File: config.mk
export PLATFORM = sky130hd
export DESIGN_NAME = ve_div32
export DESIGN_NICKNAME = d
export VERILOG_FILES = /design/src/rtl/ve_div_pkg.sv /design/src/rtl/ve_div_step.sv /design/src/rtl/ve_div32.sv
export SDC_FILE = /design/constraint.sdc
export NUM_CORES = 1
export LEC_CHECK = 0
export CORE_MARGIN = 3
export CORE_UTILIZATION = 45
export DETAILED_ROUTE_END_ITERATION = 16
export PLACE_DENSITY = 0.71
export SETUP_SLACK_MARGIN = 0.4
export SYNTH_ARGS = -nofsm -noshare
export SYNTH_HDL_FRONTEND = slang
export SYNTH_HIERARCHICAL = 1
export SYNTH_SLANG_ARGS = --single-unit
File: constraint.sdc
create_clock -name clk -period 3.9 [get_ports clk]
set_clock_uncertainty 0.05 [all_clocks]
set_input_delay 0.78 -clock clk [delete_from_list [all_inputs] [get_ports clk]]
set_output_delay 0.78 -clock clk [all_outputs]
set_load 0.01 [all_outputs]
File: src/rtl/ve_div_pkg.sv
// ve_div_pkg: shared types and elaboration helpers for the ve_div32 divider.
// Holds the FSM state enum, the legal STEPS mask and the iteration-counter width helper.
// No ports; imported by ve_div_step and ve_div32.
package ve_div_pkg;

  typedef enum logic [1:0] {
    IDLE = 2'd0,
    BUSY = 2'd1,
    DONE = 2'd2
  } div_state_t;

  // Bit n set means STEPS == n is a supported unroll factor (1, 2, 4).
  localparam logic [4:0] LEGAL_STEPS_MASK = 5'b10110;

  function automatic bit steps_legal(input int width, input int steps);
    if (steps < 1 || steps > 4) return 1'b0;
    return LEGAL_STEPS_MASK[steps] && ((width % steps) == 0);
  endfunction

  // Counter must hold WIDTH/STEPS, the value loaded on accept.
  function automatic int count_width(input int width, input int steps);
    return $clog2(width / steps + 1);
  endfunction

endpackage

File: src/rtl/ve_div_step.sv
// ve_div_step: one combinational shift-compare-subtract stage of a restoring divider.
// Ports: rem (WIDTH+1, partial remainder, always < divisor), q (WIDTH, dividend low / quotient
// shift register), divisor (WIDTH); next_rem, next_q are the values after one quotient bit.
module ve_div_step
  import ve_div_pkg::*;
#(
  parameter int WIDTH = 32
) (
  input  logic [WIDTH:0]   rem,
  input  logic [WIDTH-1:0] q,
  input  logic [WIDTH-1:0] divisor,
  output logic [WIDTH:0]   next_rem,
  output logic [WIDTH-1:0] next_q
);

  logic [WIDTH+1:0] shifted;
  logic [WIDTH+1:0] diff;
  logic             fits;

  // rem < divisor, so the shifted value is below 2^(WIDTH+1); one extra bit on the
  // subtraction makes its top bit a clean borrow flag.
  assign shifted  = {rem, q[WIDTH-1]};
  assign diff     = shifted - {2'b00, divisor};
  assign fits     = ~diff[WIDTH+1];
  assign next_rem = fits ? diff[WIDTH:0] : shifted[WIDTH:0];
  assign next_q   = {q[WIDTH-2:0], fits};

endmodule

File: src/rtl/ve_div32.sv
// ve_div32: sequential restoring divider, 2*WIDTH-bit dividend / WIDTH-bit divisor,
// STEPS quotient bits per cycle; valid/ready on both sides, no overlap between operations.
// Ports: clk, rst_n (async active-low); in_valid/in_ready + dividend/divisor;
// out_valid/out_ready + quotient/remainder/div0/ovf; chk_fail (self-check result).
// Latency: out_valid WIDTH/STEPS cycles after the accept edge; div0/ovf results register
// on the accept edge itself. Results hold stable in DONE until out_ready.
// Optional macro VE_DIV_VERIFY_EN: in DONE, recompute quotient*divisor+remainder and flag
// chk_fail on mismatch with the latched dividend; undefined, chk_fail is tied low.
module ve_div32
  import ve_div_pkg::*;
#(
  parameter int WIDTH = 32,
  parameter int STEPS = 1
) (
  input  logic               clk,
  input  logic               rst_n,
  input  logic               in_valid,
  output logic               in_ready,
  input  logic [2*WIDTH-1:0] dividend,
  input  logic [WIDTH-1:0]   divisor,
  output logic               out_valid,
  input  logic               out_ready,
  output logic [WIDTH-1:0]   quotient,
  output logic [WIDTH-1:0]   remainder,
  output logic               div0,
  output logic               ovf,
  output logic               chk_fail
);

  localparam int NCYC = WIDTH / STEPS;
  localparam int CW   = count_width(WIDTH, STEPS);

  if (!steps_legal(WIDTH, STEPS)) begin : g_bad_steps
    $error("ve_div32: STEPS must be 1, 2 or 4 and divide WIDTH");
  end

  div_state_t       state, state_nxt;
  logic [WIDTH:0]   rem_r, rem_nxt;
  logic [WIDTH-1:0] q_r, q_nxt;
  logic [WIDTH-1:0] dvs_r, dvs_nxt;
  logic [CW-1:0]    cnt_r, cnt_nxt;
  logic             div0_r, div0_nxt;
  logic             ovf_r, ovf_nxt;

  // Unrolled chain: element 0 is the registered state, element STEPS the value after
  // this cycle's STEPS quotient bits.
  logic [WIDTH:0]   rem_c [STEPS+1];
  logic [WIDTH-1:0] q_c   [STEPS+1];

  assign rem_c[0] = rem_r;
  assign q_c[0]   = q_r;

  for (genvar g = 0; g < STEPS; g++) begin : g_step
    ve_div_step #(.WIDTH(WIDTH)) u_step (
      .rem      (rem_c[g]),
      .q        (q_c[g]),
      .divisor  (dvs_r),
      .next_rem (rem_c[g+1]),
      .next_q   (q_c[g+1])
    );
  end

  always_ff @(posedge clk or negedge rst_n) begin
    if (!rst_n) begin
      state  <= IDLE;
      rem_r  <= '0;
      q_r    <= '0;
      dvs_r  <= '0;
      cnt_r  <= '0;
      div0_r <= 1'b0;
      ovf_r  <= 1'b0;
    end else begin
      state  <= state_nxt;
      rem_r  <= rem_nxt;
      q_r    <= q_nxt;
      dvs_r  <= dvs_nxt;
      cnt_r  <= cnt_nxt;
      div0_r <= div0_nxt;
      ovf_r  <= ovf_nxt;
    end
  end

  always_comb begin
    state_nxt = state;
    rem_nxt   = rem_r;
    q_nxt     = q_r;
    dvs_nxt   = dvs_r;
    cnt_nxt   = cnt_r;
    div0_nxt  = div0_r;
    ovf_nxt   = ovf_r;
    unique case (state)
      IDLE: begin
        if (in_valid) begin
          div0_nxt = 1'b0;
          ovf_nxt  = 1'b0;
          dvs_nxt  = divisor;
          if (divisor == '0) begin
            div0_nxt  = 1'b1;
            q_nxt     = '1;
            rem_nxt   = {1'b0, dividend[WIDTH-1:0]};
            state_nxt = DONE;
          end else if (dividend[2*WIDTH-1:WIDTH] >= divisor) begin
            // Quotient would need more than WIDTH bits.
            ovf_nxt   = 1'b1;
            q_nxt     = '1;
            rem_nxt   = '0;
            state_nxt = DONE;
          end else begin
            rem_nxt   = {1'b0, dividend[2*WIDTH-1:WIDTH]};
            q_nxt     = dividend[WIDTH-1:0];
            cnt_nxt   = CW'(NCYC);
            state_nxt = BUSY;
          end
        end
      end
      BUSY: begin
        rem_nxt = rem_c[STEPS];
        q_nxt   = q_c[STEPS];
        cnt_nxt = cnt_r - CW'(1);
        if (cnt_r == CW'(1)) state_nxt = DONE;
      end
      DONE: begin
        if (out_ready) state_nxt = IDLE;
      end
      default: state_nxt = IDLE;
    endcase
  end

  assign in_ready  = (state == IDLE);
  assign out_valid = (state == DONE);
  // Partial quotient/remainder bits never leave the block.
  assign quotient  = out_valid ? q_r : '0;
  assign remainder = out_valid ? rem_r[WIDTH-1:0] : '0;
  assign div0      = div0_r;
  assign ovf       = ovf_r;

`ifdef VE_DIV_VERIFY_EN
  logic [2*WIDTH-1:0] dvd_r;
  logic [2*WIDTH-1:0] recon;

  always_ff @(posedge clk or negedge rst_n) begin
    if (!rst_n) begin
      dvd_r <= '0;
    end else if (state == IDLE && in_valid) begin
      dvd_r <= dividend;
    end
  end

  assign recon    = {{WIDTH{1'b0}}, q_r} * {{WIDTH{1'b0}}, dvs_r} + {{WIDTH{1'b0}}, rem_r[WIDTH-1:0]};
  assign chk_fail = (state == DONE) && !div0_r && !ovf_r && (recon != dvd_r);
`else
  assign chk_fail = 1'b0;
`endif

endmodule

==> impl_metrics.ini <==
[power]
total_power_w = 0.01229
clockPowerShare = 0.069
p_leak_nw = 5.116
power_density_nw_per_um2 = 1055
switching_power_w = 0.005562
seq_power_share = 0.181
switching_share = 0.4527
irDropWorstVdd_mv = 0.5013
p_int_w = 0.006725
p_comb_frac = 0.749

[logic_synthesis]
async_flop_share = 1.000
synth.area.top_cells = dfrtp_1, ha_1, nand2_1
syn_area_um2 = 8946
avgSynthCellArea_um2 = 8.133
yosysWarnings = 6
yosysSeqAreaShare = 0.2993
ys.flop_type = dfrtp_1
syn_nets = 1267
netlist-cell-type-count = 63
synth_area_leader_cell = dfrtp_1
synthCells = 1100
synth-edff-count = 0
synthTopCellsByCount = nand2_1, dfrtp_1, inv_1
ys_ff_latch = 107
yosysMostFrequentCell = nand2_1
synth_top_area_frac = 0.2993

[placed_design]
dpl.hpwl_mm = 20.62
placed_cells = 1455
port_buffers = 167
gp_congestion = 0.9597
dp_slack_ns = 0.05276

[worst_setup_path]
slowest_delay_ns = 0.39
cp_max_fo = 6
startpoint_type = register
endpoint_kind = register
crit_type = reg2reg
r2r_start = dvs_r[11]$_DFFE_PN0P_
crit_top_cell = buf_4
crit_required_ns = 4.07
rr_endpoint = rem_r[24]$_DFFE_PN0P_
path_cells = inv_2 > ha_4 > a21o_1 > a31o_1 > a221o_1 > a211o_1 > o2111a_1 > a211oi_4 > buf_6 > buf_16 > buf_4 > nor2b_2 > a31o_2 > mux2i_2 > buf_4 > o221ai_1
worst_path_max_delay_cell = dfrtp_1
reg2reg_depth = 16
critPathLaunch = dvs_r[11]$_DFFE_PN0P_
ff2ff_setup_slack_ns = 0.37
crit_arrival_ns = 3.70

[final_layout]
n_fill_cell = 1698
multiInputGateArea_um2 = 5821
nets = 1405
register_area_um2 = 2679
antenna_cells = 0
area_growth_pct = 30.18
drive_gt1_frac = 0.1312
finalNonFillerCells = 1502

[grt]
gr-total-overflow = 0
grt_pass1_wl_mm = 43.48
antenna_found_initial = 0
grt_max_degree = 72
grtUsageTotal = 0.2476
grt_pass1_vias = 8195

[route]
antenna_left = 0
num_vias = 8625
avgRoutedWirePerCell_um = 18.74
drc = 0
wirelength_mm = 28.14
post_drt_via_cell_ratio = 5.742
dr.pass1.iters = 7
drt_iter0_markers = 624

[sta]
slew_headroom = 0.5446
min_period_ns = 3.529
max_freq_mhz = 283.4
final-hold-violation-count = 0
maxSlewViolCount = 0
period_share = 0.9049
setup_viol = 0
worst_slew_pin_slew_ns = 0.6816
grt_setup_unrepaired = yes
setup_slack_ns = 0.3710
final.setup.tns_ns = 0

[worst_hold_path]
hold_class = in2async

[clock_network]
cts_buffers = 9
cts_num_sinks = 107
htreeDepth = 3
insertion_delay_ns = 0.36
cts_max_path_buffers = 2
cts_tree = yes
path_clk_slew_ns = 0.08
ctsRootBufferMaster = clkbuf_16

[floorplanning]
start_util = 0.4673
die-height_um = 147.0
core-area_um2 = 19140
pin_count = 169
die_area_um2 = 21610
fp.dieW_um = 147.0
rows = 50

[job]
cap_violations = 0

[run_status]
status = complete, no violations
-- sequential cells by signal (all words and copies together) (netlist names) --
register,count
cnt_r,6
div0,1
dvs_r,32
ovf,1
q_r,32
rem_r,33
state,2
-- timing repair --
action,CTS,global route
gates cloned,1,1
endpoints found under the setup margin,30,64
hold buffers,0,0
pin swaps,2,27
gates resized for setup,25,63
setup buffers,9,21
-- layer usage --
| metal | vias up | part of all wire | wire [um] | track usage |
|---|---|---|---|---|
| met5 | - | 0 | 0 | 0 |
| met4 | 0 | 0.025 | 712 | 0.08015 |
| met3 | 44 | 0.052 | 1454 | 0.02221 |
| met2 | 313 | 0.47 | 13230 | 0.3971 |
| met1 | 4153 | 0.45 | 12740 | 0.3548 |
| li1 | 4115 | - | - | - |
-- how the worst max path moves through the flow --
stage	slack, ns	depth (start not counted)	endpoint
floorplan	0.58	14	rem_r[30]$_DFFE_PN0P_
global placement	0.15	10	q_r[24]$_DFFE_PN0P_
detailed placement	0.05	10	q_r[22]$_DFFE_PN0P_
CTS	0.39	14	rem_r[16]$_DFFE_PN0P_
global route	0.24	15	rem_r[23]$_DFFE_PN0P_
finish	0.37	16	rem_r[24]$_DFFE_PN0P_
-- cells in the final DEF, fill, tap and decap left out, types with 5 or more instances in the layout --
| master | synthesis | routed |
|---|---|---|
| nand2_1 | 190 | 189 |
| clkdlybuf4s50_1 | 0 | 166 |
| dfrtp_1 | 107 | 106 |
| inv_1 | 81 | 80 |
| nand3_1 | 74 | 73 |
| and2_1 | 69 | 68 |
| ha_1 | 66 | 58 |
| o21ai_0 | 57 | 53 |
| buf_4 | 34 | 42 |
| o31a_1 | 32 | 32 |
| a21oi_1 | 35 | 30 |
| o221ai_1 | 32 | 28 |
| nor2_1 | 29 | 27 |
| mux2i_1 | 35 | 20 |
| xnor2_1 | 17 | 17 |
| mux2_2 | 15 | 13 |
| nor4_1 | 12 | 12 |
| mux2i_2 | 0 | 12 |
| a21o_1 | 11 | 11 |
| xor2_1 | 11 | 11 |
| nand4_1 | 10 | 10 |
| clkbuf_16 | 0 | 10 |
| buf_12 | 0 | 8 |
| nand2b_1 | 8 | 7 |
| and3_1 | 8 | 7 |
| nor2b_1 | 11 | 7 |
| mux2_4 | 1 | 7 |
| a211o_1 | 7 | 6 |
| buf_6 | 3 | 6 |
| nor3_1 | 5 | 5 |
| o21ai_1 | 2 | 5 |
| a31o_2 | 5 | 5 |
| mux2_1 | 9 | 5 |
-- cell type report --
class / instances / area share
Sequential cell: 107 / 0.2300
Tap cell: 260 / 0.02793
Timing Repair Buffer: 224 / 0.1938
Clock buffer: 10 / 0.01966
Inverter: 81 / 0.02611
Clock inverter: 5 / 0.002686
Multi-Input combinational cell: 815 / 0.4998
-- power groups by stage --
stage / clock [W] / sequential (W) / combinational [W]
after floorplan: 0 / 0.00202 / 0.00596
after global placement: 0 / 0.00220 / 0.00729
after detailed placement: 0 / 0.00221 / 0.00742
after CTS: 0.000860 / 0.00219 / 0.00794
after global routing: 0.000910 / 0.00229 / 0.00999
final: 0.000853 / 0.00223 / 0.00921
-- worst max-delay path: cells and delay by family (launching register included) --
family / cells / cell delay (ns)
compound gates: 8 / 1.88
fa+ha+maj: 1 / 0.21
buf+inv: 5 / 0.63
flops: 1 / 0.39
mux: 1 / 0.20
simple gates: 1 / 0.03
-- stage by stage --
stage               cell area, um2  hold slack [ns]  utilization
floorplan                     8946           0.3998            -
global placement             10730           0.4125       0.5606
detailed placement           10730           0.4146       0.5606
CTS                          11180           0.3579       0.5838
global route                 11650           0.3776       0.6084
finish                       11650           0.3340       0.6084
-- cell families after synthesis --
| group | share of synthesized area |
|---|---|
| muxes | 0.07105 |
| AOI/OAI and AO/OA | 0.1888 |
| buffers and inverters | 0.09203 |
| adders and majority gates | 0.09455 |
| xor gates and xnor gates | 0.02923 |
| other | 0.0004192 |
| DFF | 0.2993 |
| and+or+nand+nor | 0.2246 |
(Power assumes the default switching activity.)
